## src/rtl/instr_fetch_unit.sv

```systemverilog
// Instruction fetch unit: reads a one- or two-byte instruction from byte-wide memory,
// advancing a 13-bit pc per accepted byte, with a 15-cycle memory timeout.
module instr_fetch_unit (
  input  logic        clk,
  input  logic        rst,
  input  logic        fetch_req,
  input  logic        jump_en,
  input  logic [12:0] jump_addr,
  input  logic [7:0]  mem_rdata,
  input  logic        mem_ack,
  output logic        mem_rd,
  output logic [12:0] mem_addr,
  output logic [12:0] pc,
  output logic [7:0]  ir,
  output logic [7:0]  di,
  output logic [3:0]  opcode,
  output logic        instr_valid,
  output logic        busy,
  output logic        bus_err
);

  // Memory handshake: mem_rd is held while in F1/F2; a byte is taken on any
  // cycle with mem_rd=1 and mem_ack=1. Acks outside F1/F2 are ignored.
  typedef enum logic [1:0] {
    S_IDLE  = 2'd0,
    S_F1    = 2'd1,
    S_F2    = 2'd2,
    S_VALID = 2'd3
  } state_t;

  state_t      state_q, state_d;
  logic [12:0] pc_q, pc_d;
  logic [7:0]  ir_q, ir_d;
  logic [7:0]  di_q, di_d;
  logic [3:0]  wait_q, wait_d;
  logic        bus_err_q, bus_err_d;

  always_ff @(posedge clk or posedge rst) begin
    if (rst) begin
      state_q   <= S_IDLE;
      pc_q      <= 13'd0;
      ir_q      <= 8'd0;
      di_q      <= 8'd0;
      wait_q    <= 4'd0;
      bus_err_q <= 1'b0;
    end else begin
      state_q   <= state_d;
      pc_q      <= pc_d;
      ir_q      <= ir_d;
      di_q      <= di_d;
      wait_q    <= wait_d;
      bus_err_q <= bus_err_d;
    end
  end

  always_comb begin
    state_d   = state_q;
    pc_d      = pc_q;
    ir_d      = ir_q;
    di_d      = di_q;
    wait_d    = wait_q;
    bus_err_d = bus_err_q;
    case (state_q)
      S_IDLE: begin
        // A jump in the same cycle as a fetch lands first, so F1 reads jump_addr.
        if (jump_en) pc_d = jump_addr;
        if (fetch_req) begin
          state_d   = S_F1;
          bus_err_d = 1'b0;
          wait_d    = 4'd0;
        end
      end
      S_F1: begin
        if (mem_ack) begin
          ir_d    = mem_rdata;
          pc_d    = pc_q + 13'd1;
          wait_d  = 4'd0;
          state_d = (mem_rdata[7:6] == 2'b11) ? S_F2 : S_VALID;
        end else if (wait_q == 4'd14) begin
          wait_d    = 4'd15;
          bus_err_d = 1'b1;
          state_d   = S_IDLE;
        end else begin
          wait_d = wait_q + 4'd1;
        end
      end
      S_F2: begin
        if (mem_ack) begin
          di_d    = mem_rdata;
          pc_d    = pc_q + 13'd1;
          wait_d  = 4'd0;
          state_d = S_VALID;
        end else if (wait_q == 4'd14) begin
          wait_d    = 4'd15;
          bus_err_d = 1'b1;
          state_d   = S_IDLE;
        end else begin
          wait_d = wait_q + 4'd1;
        end
      end
      S_VALID: state_d = S_IDLE;
      default: state_d = S_IDLE;
    endcase
  end

  assign mem_rd      = (state_q == S_F1) || (state_q == S_F2);
  assign mem_addr    = pc_q;
  assign pc          = pc_q;
  assign ir          = ir_q;
  assign di          = di_q;
  assign opcode      = ir_q[7:4];
  assign instr_valid = (state_q == S_VALID);
  assign busy        = (state_q != S_IDLE);
  assign bus_err     = bus_err_q;

endmodule
```

## config.mk

```make
export PLATFORM = sky130hd
export DESIGN_NAME = instr_fetch_unit
export DESIGN_NICKNAME = d
export VERILOG_FILES = /design/src/rtl/instr_fetch_unit.sv
export SDC_FILE = /design/constraint.sdc
export NUM_CORES = 1
export LEC_CHECK = 0
export ABC_AREA = 1
export BUFFER_PORTS_ARGS = -buffer_cell sky130_fd_sc_hd__clkbuf_2
export CAP_MARGIN = 30
export CORE_ASPECT_RATIO = 1.25
export CORE_MARGIN = 1.5
export CORE_UTILIZATION = 50
export DETAILED_ROUTE_END_ITERATION = 10
export GPL_TIMING_DRIVEN = 0
export PLACE_DENSITY_LB_ADDON = 0.12
export RECOVER_POWER = 25
export SLEW_MARGIN = 20
export SYNTH_ARGS = -nofsm -noshare
export SYNTH_HDL_FRONTEND = slang
export SYNTH_SLANG_ARGS = --single-unit
export TNS_END_PERCENT = 100
```

## constraint.sdc

```tcl
create_clock -name clk -period 1.95 [get_ports clk]
set_clock_uncertainty 0.15 [all_clocks]
set_input_delay 0.195 -clock clk [delete_from_list [all_inputs] [get_ports clk]]
set_output_delay 0.195 -clock clk [all_outputs]
set_load 0.02 [all_outputs]
```

Word level (Yosys, flattened, before mapping)
Cells that the tools add are included.
{"block": "totals", "register_bits": 36, "latch_bits": 0, "mem_bits_rw": 0, "mem_bits_ro": 0, "in_bits": 26, "elab_cells": 45, "memories": 0}
{"block": "classes", "n_addsub": 2, "mul": 0, "n_div": 0, "magnitude_cmp": 0, "eq_ne": 10, "shifts": 0, "mux": 17, "bitwise": 0, "reduce_logical": 10}
{"operator": "$mux 13", "n": 2}
{"operator": "$pmux 13 s2", "n": 1}
{"operator": "$add 13x1->13 const B", "n": 1}
{"operator": "$mux 4", "n": 3}
{"operator": "$mux 2", "n": 4}
{"operator": "$pmux 2 s4", "n": 1}
{"operator": "$pmux 4 s2", "n": 1}
{"operator": "$eq 2x2->1 const B", "n": 3}
{"operator": "$ne 2x2->1 const B", "n": 3}
{"operator": "$reduce_and 2->1", "n": 3}
{"operator": "$add 4x1->4 const B", "n": 1}
{"operator": "$eq 4x4->1 const B", "n": 1}
{"operator": "$mux 1", "n": 4}
{"operator": "$ne 2x1->1 const B", "n": 2}
{"operator": "$reduce_and 4->1", "n": 1}
{"operator": "$reduce_bool 2->1", "n": 2}
{"operator": "$reduce_and 3->1", "n": 1}
{"operator": "$eq 2x1->1 const B", "n": 1}
{"operator": "$logic_not 2->1", "n": 1}
{"operator": "$pmux 1 s2", "n": 1}
{"operator": "$reduce_or 2->1", "n": 1}
{"operator": "$logic_or 1x1->1", "n": 1}

Logic depth before layout (Yosys ltp)
Gate-level depths: netlist of the first run.
{"block": "depth", "ltp_word": 4, "ltp_mapped": 9}

Worst setup path before layout of the first run
OpenSTA, ideal clock, no wires.
{"block": "synth_path", "path_kind": "reg-to-reg", "startpoint": "register state_q[0]", "endpoint": "register pc_q[2], in the netlist mem_addr[2]", "setup_ns": 0.126, "t_arrival_ns": 1.528, "required_ns": 1.674, "path_slack_ns": 0.146, "stages_incl_launch_ff": 9, "n_path_buf": 2, "path_cell_list": "dfrtp_1 > inv_1 > ha_1 > buf_4 > nand2_4 > nand3_4 > buf_6 > a21oi_1 > a21oi_1"}
{"block": "synth_via", "elab_chain_len": 4, "elab_cells_between_ends": 9}
{"item": "from (decl)", "line": "31", "source": "state_t state_q, state_d;"}
{"item": "from (signal assigned)", "line": "47", "source": "state_q <= state_d;"}
{"item": "$eq 2x1->1 / $eq 2x2->1 (equally long branches)", "line": "63", "source": "case (state_q)"}
{"item": "$reduce_or 2->1 (no source line)"}
{"item": "$ne 2x1->1 (no source line) / $reduce_bool 2->1 (equally long branches)"}
{"item": "$reduce_and 3->1 (no source line)"}
{"item": "to (signal assigned)", "line": "48", "source": "pc_q <= pc_d;"}
{"item": "to (decl)", "line": "32", "source": "logic [12:0] pc_q, pc_d;"}
Parallel ways exist; a longest one is shown, timed or not.
A chain may end at the register's enable or synchronous reset.

Final worst setup path of the first run
Ends and elaborated chain as after synthesis.

==> metrics.md, run 1 <==
| Metric | Value |
|---|---|
| Status | `finished, final reports clean` |
| Critical-path top delay cell | `dfrtp_2` |
| CP delay by family, top | `buffers and inverters` |
| Cell Area, Placed | `between 2000 and 3000 µm²` |
| Detailed Place HPWL | `3690 µm` |
| Worst R2R Start | `state_q[0]$_DFFE_PP0P_` |
| Critical path class | `register to register` |
| CP startpoint kind | `register` |
| WP buf/inv | `3` |
| Critical-path cell list | `inv_1 -> ha_1 -> buf_4 -> nand2_4 -> nand3_4 -> buf_6 -> a21oi_1 -> a21oi_1` |
| Die Ht | `between 70 and 80 µm` |
| R2R Setup Slk | `0.15 ns` |
| Worst vdd ir | `1.277 mV` |
| Largest net degree at the start of global routing | `31` |
| Sum Neg Setup Slack | `0 ns` |
| Worst setup EP type | `register` |
| Biggest area consumer among synthesized cells | `dfrtp_1` |
| Via/cell ratio | `4.888` |
| Most numerous cell in the Yosys netlist | `nand2_1` |
| Diodes inserted | `0` |
| Area Overhead vs Synth | `26.57%` |
| Hold crit path type | `input pin to register` |
| Avg Cell Area, Syn | `7.847 µm²` |
| Yosys warnings | `0` |
| Transition time of the tightest slew-check pin | `0.7435 ns` |
| Power consumption | `5.235 mW` |
| Period utilisation layout | `92.55%` |
| Seq cells post-synth | `36` |
| Min Tclk post-route | `1.805 ns` |
| Pins over their slew limit | `0` |
| TritonCTS buffer count | `5` |
| Final hold viol count | `0` |
| CTS tree | `yes` |
| Mapped Cells | `276` |
| Remaining DRCs | `0` |
| TritonRoute pass-1 iters | `4` |
| Syn Nets | `~310` |
| Combinational cell fraction of total power | `61.6%` |
| Clk buf depth | `2` |
| GRT Resource Usage Total | `22.56%` |
| Layout cell share with drive strength beyond 1 | `between 30% and 40%` |
| Relative slew slack | `around 50%` |
| First-pass GRT wire length | `between 8000 and 9000 µm` |
| Worst EP required | `between 1.5 and 2 ns` |
| Number of max-cap violations | `0` |
| Max Clock Freq | `about 0.55 GHz` |
| Clk Latency, worst-skew pair | `0.29 ns` |
| Post-synth EDFFs | `0` |
| Total wire length | `4917 µm` |
| Unrepaired setup endpoints after global routing | `false` |
| Switch Pwr | `2.669 mW` |
| Synth top area cells | `dfrtp_1 (42%), nand2_1 (12%), buf_4 (6.2%), o21ai_0 (5.3%), ha_1 (5.2%)` |
| Initial antenna violation count | `0` |
| Vias after detailed routing | `2048` |
| Seq pwr share | `27.8%` |
| H-tree depth | `2` |
| Initial Utilization | `52.42%` |
| Worst Setup SP | `state_q[0]$_DFFE_PP0P_` |
| Top-area cell type share of the netlist area | `between 40% and 50%` |
| Initial DRC count | `124` |
| Crit path arrival time | `around 1.8 ns` |
| Power share of the clock group | `10.6%` |
| Internal Pwr Total | `2.566 mW` |
| CTS sink count | `36` |
| Core outline area | `4131 µm²` |
| Grt ovf | `0` |
| Leak | `1.510 nW` |
| Post-synthesis sequential area ratio | `~42%` |
| Hold path startpoint | `mem_rdata[3]` |
| Synth cell types | `32` |
| Crit path max fanout | `10` |
| Nets | `roughly 400` |
| Root Buffer | `clkbuf_8` |
| Sw Share | `about 51%` |
| Die ar. | `4738 µm²` |
| Vias in the first global route | `1861` |
| Netlist Area Pre-Place | `2166 µm²` |
| Die width | `between 60 and 70 µm` |
| Finished Cell Area | `2741 µm²` |
| Async SR Flop Fraction | `100.0%` |
| IO Port Bufs | `75` |
| Gpl congestion | `approximately 0.78` |
| FP Rows | `26` |
| Power density of the placed cells | `1909 nW/µm²` |
| Endpoints failing setup | `0` |
| Critical Path Max Stage Delay | `0.44 ns` |
| Final ANT Viol Nets | `0` |
| Commonest register cell after synthesis | `dfrtp_1` |
| Post-DR wirelength/cell | `11.74 µm` |
| CP most frequent cell | `a21oi_1` |
| IO Pins | `76` |
| Reg clk slew, reported paths | `0.08 ns` |
| Commonest cells in the netlist | `nand2_1 (67), dfrtp_1 (36), inv_1 (30)` |
| Post-CTS Setup Inserts | `0` |
-- cell type report --
type | count | area, µm²
fillers | 390 | 1390
multi-input cells | 184 | 977.2
flip-flops and latches | 36 | 903.4
repair buffers | 79 | 410.4
plain buffers | 23 | 163.9
inverters | 33 | 123.9
well taps | 56 | 70.07
clock buffers | 5 | 68.82
clock inverters | 3 | 23.77
-- worst reg2reg max path, stage by stage (launching register included) --
cell	delay [ns]
dfrtp_2	0.44
inv_1	0.11
ha_1	0.25
buf_4	0.17
nand2_4	0.09
nand3_4	0.14
buf_6	0.19
a21oi_1	0.11
a21oi_1	0.05
-- layout by cell type, fill, tap and decap left out, types with 2 or more instances in the layout --
| cell | n |
|---|---|
| clkbuf_8 | 5 |
| nor2_1 | 22 |
| inv_1 | 30 |
| o21bai_1 | 2 |
| clkbuf_2 | 76 |
| ha_1 | 9 |
| o22ai_1 | 2 |
| dlygate4sd3_1 | 3 |
| inv_2 | 3 |
| a21oi_1 | 15 |
| nand4_1 | 4 |
| nor2_4 | 2 |
| o21ai_1 | 3 |
| clkinvlp_4 | 2 |
| buf_4 | 18 |
| dfrtp_2 | 2 |
| nand3_1 | 16 |
| nor2_2 | 4 |
| nand2_2 | 2 |
| clkbuf_1 | 2 |
| buf_2 | 2 |
| nand2_1 | 67 |
| dfrtp_1 | 34 |
| o21ai_0 | 23 |
| or2_2 | 2 |
-- stage by stage --
step	hold WS, ns	setup slack [ns]	utilization, %	instances
4_1_cts	0.001094	0.07383	66.66	419
3_5_place_dp	-0.05158	0.06649	63.69	408
6_report	0.002054	0.1453	66.35	419
2_1_floorplan	0.2059	0.1463	-	276
3_3_place_gp	0.3030	0.08392	63.20	407
5_1_grt	0.01724	0.03382	66.35	419
-- routing by layer --
| metal | GRT usage [%] | vias to the layer above | wire, µm |
|---|---|---|---|
| li1 | - | 1038 | - |
| met1 | 27.25 | 948 | 2104 |
| met4 | 7.021 | 0 | 47 |
| met5 | 0 | - | 0 |
| met2 | 39.16 | 57 | 2554 |
| met3 | 3.905 | 5 | 210 |
-- cell families (layout without fill, tap and decap cells) --
group	Yosys count	in the layout	share of synthesized area, %
adder cells (fa/ha/maj)	9	9	5.199
XOR/XNOR	1	1	0.4045
flip-flops	36	36	41.59
AO/OA/AOI/OAI	51	51	13.29
AND/OR/NAND/NOR	123	123	26.23
buffers and inverters	56	143	13.29
-- power by group through the flow --
| stage | registers, mW | clock network (mW) | logic, mW |
|---|---|---|---|
| floorplan | 1.75 | 0 | 2.05 |
| global placement | 1.46 | 0 | 3.20 |
| detailed placement | 1.46 | 0 | 3.25 |
| CTS | 1.45 | 0.560 | 3.26 |
| global route | 1.52 | 0.586 | 3.62 |
| finish | 1.46 | 0.554 | 3.22 |
-- flip-flops by register name (all words and copies together) (netlist names) --
register and count:
wait_q 4, state_q 2, di 8, bus_err 1, ir 8, mem_addr 13
-- what timing repair did --
item                                    CTS  global route
resized for setup                         0             2
endpoints found under the setup margin    0             3
hold buffers                              3             0
endpoints found under the hold margin    38             0
-- final timing paths --
| check | to | cells past startpoint |
|---|---|---|
| setup / recovery | mem_addr[2]$_DFFE_PP0P_ | 8 |
| hold / removal | di[3]$_DFFE_PP0P_ | 3 |
| setup reg to reg | mem_addr[2]$_DFFE_PP0P_ | 8 |
| hold reg to reg | ir[2]$_DFFE_PP0P_ | 2 |
| max in group asynchronous | state_q[0]$_DFFE_PP0P_ | 4 |
| min in group asynchronous | mem_addr[5]$_DFFE_PP0P_ | 3 |
Note: power is estimated with default switching activity, not from simulation.
==> run 2, diff against run 1 <==
--- a/config.mk
+++ b/config.mk
@@ -13,6 +13,7 @@
 export CORE_UTILIZATION = 50
 export DETAILED_ROUTE_END_ITERATION = 10
 export GPL_TIMING_DRIVEN = 0
+export MAX_ROUTING_LAYER = met4
 export PLACE_DENSITY_LB_ADDON = 0.12
 export RECOVER_POWER = 25
 export SLEW_MARGIN = 20
==> metrics.md, run 2 (synthesis results as in run 1) <==
| Metric | Value |
|---|---|
| Worst setup EP type | `register` |
| Crit path max fanout | `10` |
| Clk buf depth | `2` |
| Min Tclk post-route | `~1.8 ns` |
| Most frequent cells in the layout | `clkbuf_2 (76), nand2_1 (67), dfrtp_1 (34), inv_1 (30), o21ai_0 (23)` |
| IO Pins | `76` |
| Initial Utilization | `52.42%` |
| Core outline area | `4131 µm²` |
| Placed cells | `408` |
| Reg clk slew, reported paths | `0.09 ns` |
| CP startpoint kind | `register` |
| Top Layer Used | `met4` |
| Cell Area, Placed | `2631 µm²` |
| CTS tree | `yes` |
| Layout cell share with drive strength beyond 1 | `34.71%` |
| Via/cell ratio | `4.874` |
| TritonRoute pass-1 iters | `4` |
| CTS sink count | `36` |
| Critical Path Max Stage Delay | `0.44 ns` |
| Register area | `903.4 µm²` |
| Transition time of the tightest slew-check pin | `0.7424 ns` |
| Initial antenna violation count | `0` |
| Area Overhead vs Synth | `26.57%` |
| H-tree depth | `2` |
| Final hold viol count | `0` |
| Power density of the placed cells | `approximately 1900 nW/µm²` |
| Gpl congestion | `0.7943` |
| Relative slew slack | `50.51%` |
| Endpoints failing setup | `0` |
| Multi-input logic area | `977.2 µm²` |
| Diodes inserted | `0` |
| Vias in the first global route | `1860` |
| Critical-path cell list | `inv_1 -> ha_1 -> buf_4 -> nand2_4 -> nand3_4 -> buf_6 -> a21oi_1 -> a21oi_1` |
| CP most frequent cell | `a21oi_1` |
| Non-Filler Instances | `419` |
| Sum Neg Setup Slack | `0 ns` |
| Worst vdd ir | `1.276 mV` |
| Nets | `397` |
| Final ANT Viol Nets | `0` |
| Die Ht | `76.59 µm` |
| Number of flip-flops in the largest register | `13` |
| Clk Latency, worst-skew pair | `0.29 ns` |
| Finished Cell Area | `2741 µm²` |
| Hold crit path type | `input pin to register` |
| WL met3 | `235 µm` |
| Largest net degree at the start of global routing | `31` |
| Period utilisation layout | `between 90% and 100%` |
| Number of max-cap violations | `0` |
| IO Port Bufs | `75` |
| Worst EP required | `1.98 ns` |
| Commonest non-fill, non-tap cell in the layout | `clkbuf_2` |
| Initial DRC count | `134` |
| Number of fill cells | `390` |
| Crit path arrival time | `between 1.5 and 2 ns` |
| Die width | `61.87 µm` |
| Detailed Place HPWL | `3690 µm` |
| Vias after detailed routing | `2042` |
| Post-DR wirelength/cell | `11.73 µm` |
| First-pass GRT wire length | `8245 µm` |
| Remaining DRCs | `0` |
| Root Buffer | `clkbuf_8` |
| Total wire length | `4914 µm` |
| Status | `finished, final reports clean` |
| Grt ovf | `0` |
| Critical-path top delay cell | `dfrtp_2` |
| TritonCTS buffer count | `5` |
| Die ar. | `around 4700 µm²` |
| Pins over their slew limit | `0` |
| GRT Resource Usage Total | `23.16%` |
| Met1 Wirelength | `2094 µm` |
| Critical path class | `register to register` |
| Wire length on met2 | `2537 µm` |
| Unrepaired setup endpoints after global routing | `false` |
| Leak | `roughly 1.5 nW` |
| FP Rows | `26` |
| Max Clock Freq | `0.5545 GHz` |
==> run 2: where the power goes <==
group | internal [mW] | switching, mW
Combinational | 1.22 | 2.00
Sequential | 1.09 | 0.368
Clock | 0.253 | 0.300
==> run 2: through the flow <==
stage	power, mW	util (%)	hold slack [ns]	setup slack, ns
CTS	5.274	66.66	0.001094	0.07383
finish	5.231	66.35	0.002250	0.1465
floorplan	3.798	-	0.2059	0.1463
global placement	4.655	63.20	0.3030	0.08392
global route	5.730	66.35	0.01724	0.03382
detailed placement	4.718	63.69	-0.05158	0.06649
==> run 2: worst paths after layout <==
path	slack (ns)	from	cells past startpoint	to
min in group asynchronous	0.21	rst	3	mem_addr[5]$_DFFE_PP0P_
min	0.002	mem_rdata[3]	3	di[3]$_DFFE_PP0P_
min reg2reg	0.34	ir[2]$_DFFE_PP0P_	2	ir[2]$_DFFE_PP0P_
max in group asynchronous	0.38	rst	4	state_q[0]$_DFFE_PP0P_
max reg2reg	0.15	state_q[0]$_DFFE_PP0P_	8	mem_addr[2]$_DFFE_PP0P_
max	0.15	state_q[0]$_DFFE_PP0P_	8	mem_addr[2]$_DFFE_PP0P_
==> run 2: critical path: cells and delay by family (launching register included) <==
kind / cells / cell delay (ns)
DFF: 1 / 0.44
and+or+nand+nor: 2 / 0.23
buffers and inverters: 3 / 0.47
AOI/OAI and AO/OA: 2 / 0.16
adders and majority gates: 1 / 0.25
==> run 2: timing repair <==
| action | CTS | global route |
|---|---|---|
| buffers inserted | 0 | 0 |
| hold buffers | 3 | 0 |
| hold endpoints to repair | 38 | 0 |
| endpoints found under the setup margin | 0 | 3 |
| gates resized for setup | 0 | 2 |
==> run 2: layer usage <==
metal / vias to the layer above / track usage [%]
li1: 1039 / -
met1: 936 / 27.47
met2: 62 / 39.16
met3: 5 / 3.565
met4: 0 / 7.021
met5: - / -
==> run 2: cell type report <==
type                    count  share of cell area [%]
plain buffers              23                   5.979
clock buffers               5                   2.510
clock inverters             3                  0.8672
inverters                  33                   4.518
multi-input cells         184                   35.65
flip-flops and latches     36                   32.95
well taps                  56                   2.556
repair buffers             79                   14.97
